`src/rtl/serial_adder_if.sv`:
```
// Handshake and operand/result bundle for the bit-serial adder.
// The controller drives the request side, the adder drives status and result.
interface serial_adder_if #(
   parameter int WIDTH = 8
);
   logic             start;
   logic [WIDTH-1:0] a;
   logic [WIDTH-1:0] b;
   logic             cin;
   logic             busy;
   logic             done;
   logic [WIDTH-1:0] sum;
   logic             cout;

   modport master (
      output start, a, b, cin,
      input  busy, done, sum, cout
   );

   modport slave (
      input  start, a, b, cin,
      output busy, done, sum, cout
   );
endinterface

```
`src/rtl/serial_adder.sv`:
```
// Bit-serial ripple adder: one full-adder cell and a carry flop produce
// a + b + cin LSB first over WIDTH clocks; results appear only when complete.
module serial_adder #(
   parameter int WIDTH = 8
) (
   input  logic          clk,
   input  logic          rst_n,
   serial_adder_if.slave bus
);
   localparam int CW = (WIDTH > 1) ? $clog2(WIDTH) : 1;
   localparam logic [CW-1:0] LAST = CW'(WIDTH - 1);

   typedef enum logic {IDLE, RUN} state_t;

   state_t           state_q, state_d;
   logic [WIDTH-1:0] a_sh_q, a_sh_d;
   logic [WIDTH-1:0] b_sh_q, b_sh_d;
   logic [WIDTH-1:0] sum_sh_q, sum_sh_d;
   logic             carry_q, carry_d;
   logic [CW-1:0]    cnt_q, cnt_d;
   logic             busy_q, busy_d;
   logic             done_q, done_d;
   logic [WIDTH-1:0] sum_q, sum_d;
   logic             cout_q, cout_d;
   logic [1:0]       fa;

   // Returns {carry_out, sum_bit}.
   function automatic logic [1:0] full_add(input logic x, input logic y, input logic ci);
      full_add = {(x & y) | (ci & (x ^ y)), x ^ y ^ ci};
   endfunction

   always_comb begin
      state_d  = state_q;
      a_sh_d   = a_sh_q;
      b_sh_d   = b_sh_q;
      sum_sh_d = sum_sh_q;
      carry_d  = carry_q;
      cnt_d    = cnt_q;
      busy_d   = busy_q;
      done_d   = 1'b0;
      sum_d    = sum_q;
      cout_d   = cout_q;
      fa       = full_add(a_sh_q[0], b_sh_q[0], carry_q);

      case (state_q)
         IDLE: begin
            if (bus.start) begin
               a_sh_d  = bus.a;
               b_sh_d  = bus.b;
               carry_d = bus.cin;
               cnt_d   = '0;
               busy_d  = 1'b1;
               state_d = RUN;
            end
         end
         RUN: begin
            a_sh_d   = {1'b0, a_sh_q[WIDTH-1:1]};
            b_sh_d   = {1'b0, b_sh_q[WIDTH-1:1]};
            sum_sh_d = {fa[0], sum_sh_q[WIDTH-1:1]};
            carry_d  = fa[1];
            cnt_d    = cnt_q + CW'(1);
            // Last bit: publish the assembled word so ports never show partial shifts.
            if (cnt_q == LAST) begin
               sum_d   = sum_sh_d;
               cout_d  = fa[1];
               done_d  = 1'b1;
               busy_d  = 1'b0;
               state_d = IDLE;
            end
         end
         default: state_d = IDLE;
      endcase
   end

   always_ff @(posedge clk or negedge rst_n) begin
      if (!rst_n) begin
         state_q  <= IDLE;
         a_sh_q   <= '0;
         b_sh_q   <= '0;
         sum_sh_q <= '0;
         carry_q  <= 1'b0;
         cnt_q    <= '0;
         busy_q   <= 1'b0;
         done_q   <= 1'b0;
         sum_q    <= '0;
         cout_q   <= 1'b0;
      end else begin
         state_q  <= state_d;
         a_sh_q   <= a_sh_d;
         b_sh_q   <= b_sh_d;
         sum_sh_q <= sum_sh_d;
         carry_q  <= carry_d;
         cnt_q    <= cnt_d;
         busy_q   <= busy_d;
         done_q   <= done_d;
         sum_q    <= sum_d;
         cout_q   <= cout_d;
      end
   end

   assign bus.busy = busy_q;
   assign bus.done = done_q;
   assign bus.sum  = sum_q;
   assign bus.cout = cout_q;
endmodule

```
`src/flat_wrapper.sv`:
```
// flat-port wrapper written by rule: the top's interface ports become plain ports
module serial_adder_flat 
#(
   parameter int WIDTH = 8
)
  (clk, rst_n, bus_start, bus_a, bus_b, bus_cin, bus_busy, bus_done, bus_sum, bus_cout);
  serial_adder_if #(.WIDTH(WIDTH)) bus_i ();
  input  logic clk;
  input  logic rst_n;
  input wire logic [$bits(bus_i.start)-1:0] bus_start;
  input wire logic [$bits(bus_i.a)-1:0] bus_a;
  input wire logic [$bits(bus_i.b)-1:0] bus_b;
  input wire logic [$bits(bus_i.cin)-1:0] bus_cin;
  output wire logic [$bits(bus_i.busy)-1:0] bus_busy;
  output wire logic [$bits(bus_i.done)-1:0] bus_done;
  output wire logic [$bits(bus_i.sum)-1:0] bus_sum;
  output wire logic [$bits(bus_i.cout)-1:0] bus_cout;
  assign bus_i.start = bus_start;
  assign bus_i.a = bus_a;
  assign bus_i.b = bus_b;
  assign bus_i.cin = bus_cin;
  assign bus_busy = bus_i.busy;
  assign bus_done = bus_i.done;
  assign bus_sum = bus_i.sum;
  assign bus_cout = bus_i.cout;
  serial_adder #(.WIDTH(WIDTH)) u_core (.clk(clk), .rst_n(rst_n), .bus(bus_i));
endmodule
```
`config.mk`:
```
export PLATFORM = sky130hd
export DESIGN_NAME = serial_adder_flat
export DESIGN_NICKNAME = d
export VERILOG_FILES = /design/src/rtl/serial_adder_if.sv /design/src/rtl/serial_adder.sv /design/src/flat_wrapper.sv
export SDC_FILE = /design/constraint.sdc
export NUM_CORES = 1
export LEC_CHECK = 0
export CAP_MARGIN = 0
export CORE_MARGIN = 8
export CORE_UTILIZATION = 35
export CTS_CLUSTER_DIAMETER = 120
export CTS_CLUSTER_SIZE = 28
export DETAILED_ROUTE_END_ITERATION = 10
export PLACE_DENSITY = 0.58
export SLEW_MARGIN = 10
export SYNTH_ARGS = -nofsm -noshare
export SYNTH_HDL_FRONTEND = slang
export SYNTH_SLANG_ARGS = --single-unit
```
`constraint.sdc`:
```
create_clock -name clk -period 1.6 [get_ports clk]
set_clock_uncertainty 0.05 [all_clocks]
set_input_delay 0.24 -clock clk [delete_from_list [all_inputs] [get_ports clk]]
set_output_delay 0.24 -clock clk [all_outputs]
set_load 0.05 [all_outputs]
```
* After elaboration in Yosys (flattened, before gate mapping)
Cells that the tools add are included.
Word-level totals: register bits after elaboration 40, input port bits 20, output and inout bits 11
Cells by class: $add $sub $neg 1, eq/ne operators 3, muxes and demuxes 16, bitwise gates (word level) 6, reduce and logical (&&, ||, !) cells 2
Operators by type and width (count):
- 8-bit one-hot mux with 2 select lines | 2
- 8-bit 2-to-1 mux | 2
- 1-bit 2-to-1 mux | 7
- 1-bit one-hot mux with 2 select lines | 3
- 3-bit one-hot mux with 2 select lines | 1
- 2-bit != test (second input constant) | 2
- 2-bit AND reduction | 2
- 3-bit by 1-bit adder with 3-bit output (second input constant) | 1
- 3-bit == test (second input constant) | 1
- 3-bit 2-to-1 mux | 1
- 1-bit bitwise AND | 2
- 1-bit bitwise XOR | 2
- 1-bit NOT | 1
- 1-bit OR | 1

* Logic depth before layout (Yosys ltp)
word-level depth 4, mapped depth 4, depth with buffers taken out 4

* Least setup slack after synthesis
No wires, ideal clock.
path kind register -> register, from reg u_core.cnt_q[0], to reg u_core.cout_q (netlist: u_core.bus.cout), arrival time 1.256 ns, path slack 0.168 ns, stages on the path, launching flop included 5, path buffers 0, clock period less this slack 1.432 ns, cells stage by stage dfrtp_1 -> ha_1 -> ha_1 -> nand2_8 -> mux2_4
Between the ends: word-level cells in the longest chain between the ends 2
Ends and longest elaborated chain:
- start: declaration | RTL line serial_adder.sv:20 | logic [CW-1:0] cnt_q, cnt_d;
- start signal: assignment | RTL line serial_adder.sv:93 | cnt_q <= cnt_d;
- 3-bit == test | RTL line serial_adder.sv:63 | if (cnt_q == LAST) begin
- 2-bit AND reduction (no line)
- end signal: assignment | RTL line serial_adder.sv:97 | cout_q <= cout_d;
- end: declaration | RTL line serial_adder.sv:24 | logic cout_q, cout_d;
Every way passes these cells. A chain may end at the register's enable or synchronous reset.

* Worst setup path in the final report
from reg u_core.cnt_q[0], to reg u_core.sum_q[7] (netlist: u_core.bus.sum[7])
Between the ends: word-level cells in the longest chain between the ends 2
Ends and longest elaborated chain:
- 3-bit == test | RTL line serial_adder.sv:63
- 2-bit AND reduction (no line)
- end signal: assignment | RTL line serial_adder.sv:96 | sum_q <= sum_d;
- end: declaration | RTL line serial_adder.sv:23 | logic [WIDTH-1:0] sum_q, sum_d;
Every way passes these cells.

==> metrics.txt <==
NumNets Final=185; clock buffer depth=2; Max Cap Viol=0; DIE HEIGHT=85.9 µm; TritonCTS clock tree=built; commonest non-fill, non-tap cell in the layout=dfrtp_1; initial drt markers=31; FF+latch count, synth=39; via count=between 1000 and 1500; grt met3 use=0.0516; port bufs=30; clock latency on the worst-skew pair=0.29 ns; register area share after synthesis=0.570; router iterations before antenna repair=4; CP Class=reg2reg; maximum clock rate=662 MHz; setup slack after layout=0.0884 ns; Antenna Nets Post-Route=0; TNS Setup=0 ns; Top FF cell, synth=dfrtp_1; critical path arrival=1.64 ns; setup bufs post-CTS=0; Synth top area share=0.570; clock net sink count=39; P_sw=1.51 mW; CTS Buf Count=5; worst vdd ir=~0.65 mV; Int Pwr=~2.6 mW; WP data required=approximately 1.7 ns; Overflow after GRT=0; worst hold path class=in2async; Ys Warns=0; Worst Tran Pin Value=0.323 ns; largest cells by area after synthesis=dfrtp_1 (57%), mux2_4 (11%), mux2i_1 (9.9%); number of H-tree levels=2; die width=about 86 µm; Clock Power Share=0.176; status=complete, no violations; final number of hold-violating endpoints=0; final wirelength=3030 µm; Final setup violation count=0; post-DP HPWL=2150 µm; layout cells sized above 1=0.259; worst-path maximum fanout=10; CORE AREA=4720 µm²; CP Capture Type=flip-flop; EDFF count, synth=0; Async S/R FF share, synth=1.00; GRT Total Usage=0.0924; Total Power=4.11 mW; vias in the first global route=1147; Leak=1.06 nW; cell taking the most area after synthesis=dfrtp_1; dpl ws=0.0861 ns; most frequent cells in the layout=dfrtp_1 (39), clkdlybuf4s50_1 (18), mux2i_1 (17); vias per cell=4.55; clk slew on worst S/H paths=0.07 ns; pin count of the biggest net entering global routing=40; Cells after Synth=125; initial antenna violation count=0; met1 usage in global routing=0.102; Comb pwr share=0.419; Mapped Avg Cell Area=between 10 and 15 µm²; clock root buffer=clkbuf_8; antenna diode count=0; Final Wtd Congestion=0.701; mapped cell area=roughly 1700 µm²; global-route wire length before repair=5310 µm; sequential power share=0.405; synth unique cells=19; io pins=31; Power Dens Cells=1910 nW/µm²; # DRC=0; # rows=25; Mapped Nets=149; Setup crit start kind=flip-flop; RSZ-0062 raised after global routing=no; Max-slew headroom=0.785; WL/cell=13.2 µm; Layout area overhead=25.9%; final slew viol count=0; Starting Density=0.362; met2 Use GR=0.143; sw frac=0.368; Period Utilization, post-route=0.945; Final min period=1.51 ns; die area=7380 µm²; Most Crowded Layer GR=met2
critical path: stages, from the launching register on:
cell	delay, ns
dfrtp_1	0.39
ha_1	0.23
ha_1	0.26
nand2_8	0.16
mux2_4	0.31
final cells by class:
cell class	instances	area (µm²)
flip-flops and latches	39	976
inverters	2	7.51
fillers	462	2570
well taps	67	83.8
repair buffers	36	328
multi-input cells	77	659
clock buffers	8	100
per-stage QoR:
stage | instances | area [µm²] | hold WS, ns | util
after floorplan | 125 | 1710 | -0.106 | -
after global placement | 220 | 2040 | 0.173 | 0.433
after detailed placement | 220 | 2040 | 0.175 | 0.433
after CTS | 229 | 2150 | 0.400 | 0.456
after global routing | 229 | 2150 | 0.424 | 0.456
final | 229 | 2150 | 0.395 | 0.456
cell usage after synthesis (2+ instances only):
cell type,number
a22o_1,2
o21ai_1,7
mux2_4,12
mux2i_1,17
inv_1,2
nand2_1,15
buf_6,3
buf_2,2
mux2_2,5
o21ai_0,8
ha_1,3
nor2_1,4
dfrtp_1,39
kinds of logic (layout without fill, tap and decap cells):
group / after synthesis / after routing / share of synthesized area
buffers and inverters: 9 / 46 / 0.0446
flip-flops: 39 / 39 / 0.570
AND/OR/NAND/NOR: 20 / 20 / 0.0534
AO/OA/AOI/OAI: 19 / 19 / 0.0607
multiplexers: 34 / 34 / 0.238
adder cells (fa/ha/maj): 4 / 4 / 0.0336
layer usage:
metal | part of all wire | routed length [µm]
met1 | 0.44 | 1340
met3 | 0.075 | 228
met5 | 0 | 0
met2 | 0.46 | 1410
met4 | 0.016 | 48
power by group through the flow:
| stage | Clock [mW] | Combinational (mW) | Sequential (mW) |
|---|---|---|---|
| after floorplan | 0 | 0.986 | 2.01 |
| after global placement | 0 | 1.69 | 1.67 |
| after detailed placement | 0 | 1.75 | 1.68 |
| after CTS | 0.756 | 1.75 | 1.67 |
| after global routing | 0.794 | 1.87 | 1.71 |
| final | 0.723 | 1.72 | 1.66 |
flip-flops by register name, summed over array words and instances (netlist names):
| register | cells |
|---|---|
| u_core.state_q | 1 |
| u_core.carry_q | 1 |
| u_core.bus.sum | 8 |
| u_core.bus.done | 1 |
| u_core.bus.busy | 1 |
| u_core.cnt_q | 3 |
| u_core.a_sh_q | 8 |
| u_core.b_sh_q | 8 |
| u_core.bus.cout | 1 |
| u_core.sum_sh_q | 7 |
path summary, 6_finish.rpt:
| path | startpoint | endpoint | slack [ns] | depth (start not counted) |
|---|---|---|---|---|
| worst max-delay path | u_core.cnt_q[0] | u_core.bus.sum[7] | 0.09 | 4 |
| worst min-delay path | rst_n | u_core.bus.done | 0.40 | 3 |
| worst max register to register | u_core.cnt_q[0] | u_core.bus.sum[7] | 0.09 | 4 |
| worst min register to register | u_core.b_sh_q[1] | u_core.b_sh_q[0] | 0.44 | 2 |
| max in group asynchronous | rst_n | u_core.b_sh_q[5] | 0.91 | 3 |
| min in group clk | u_core.b_sh_q[1] | u_core.b_sh_q[0] | 0.44 | 2 |
repair_timing:
item | in CTS | in global routing
gates resized for setup | 0 | 0
endpoints found under the hold margin | 39 | 0
setup endpoints to repair | 0 | 0
hold buffers | 1 | 0
Note: power is estimated with default switching activity, not from simulation.
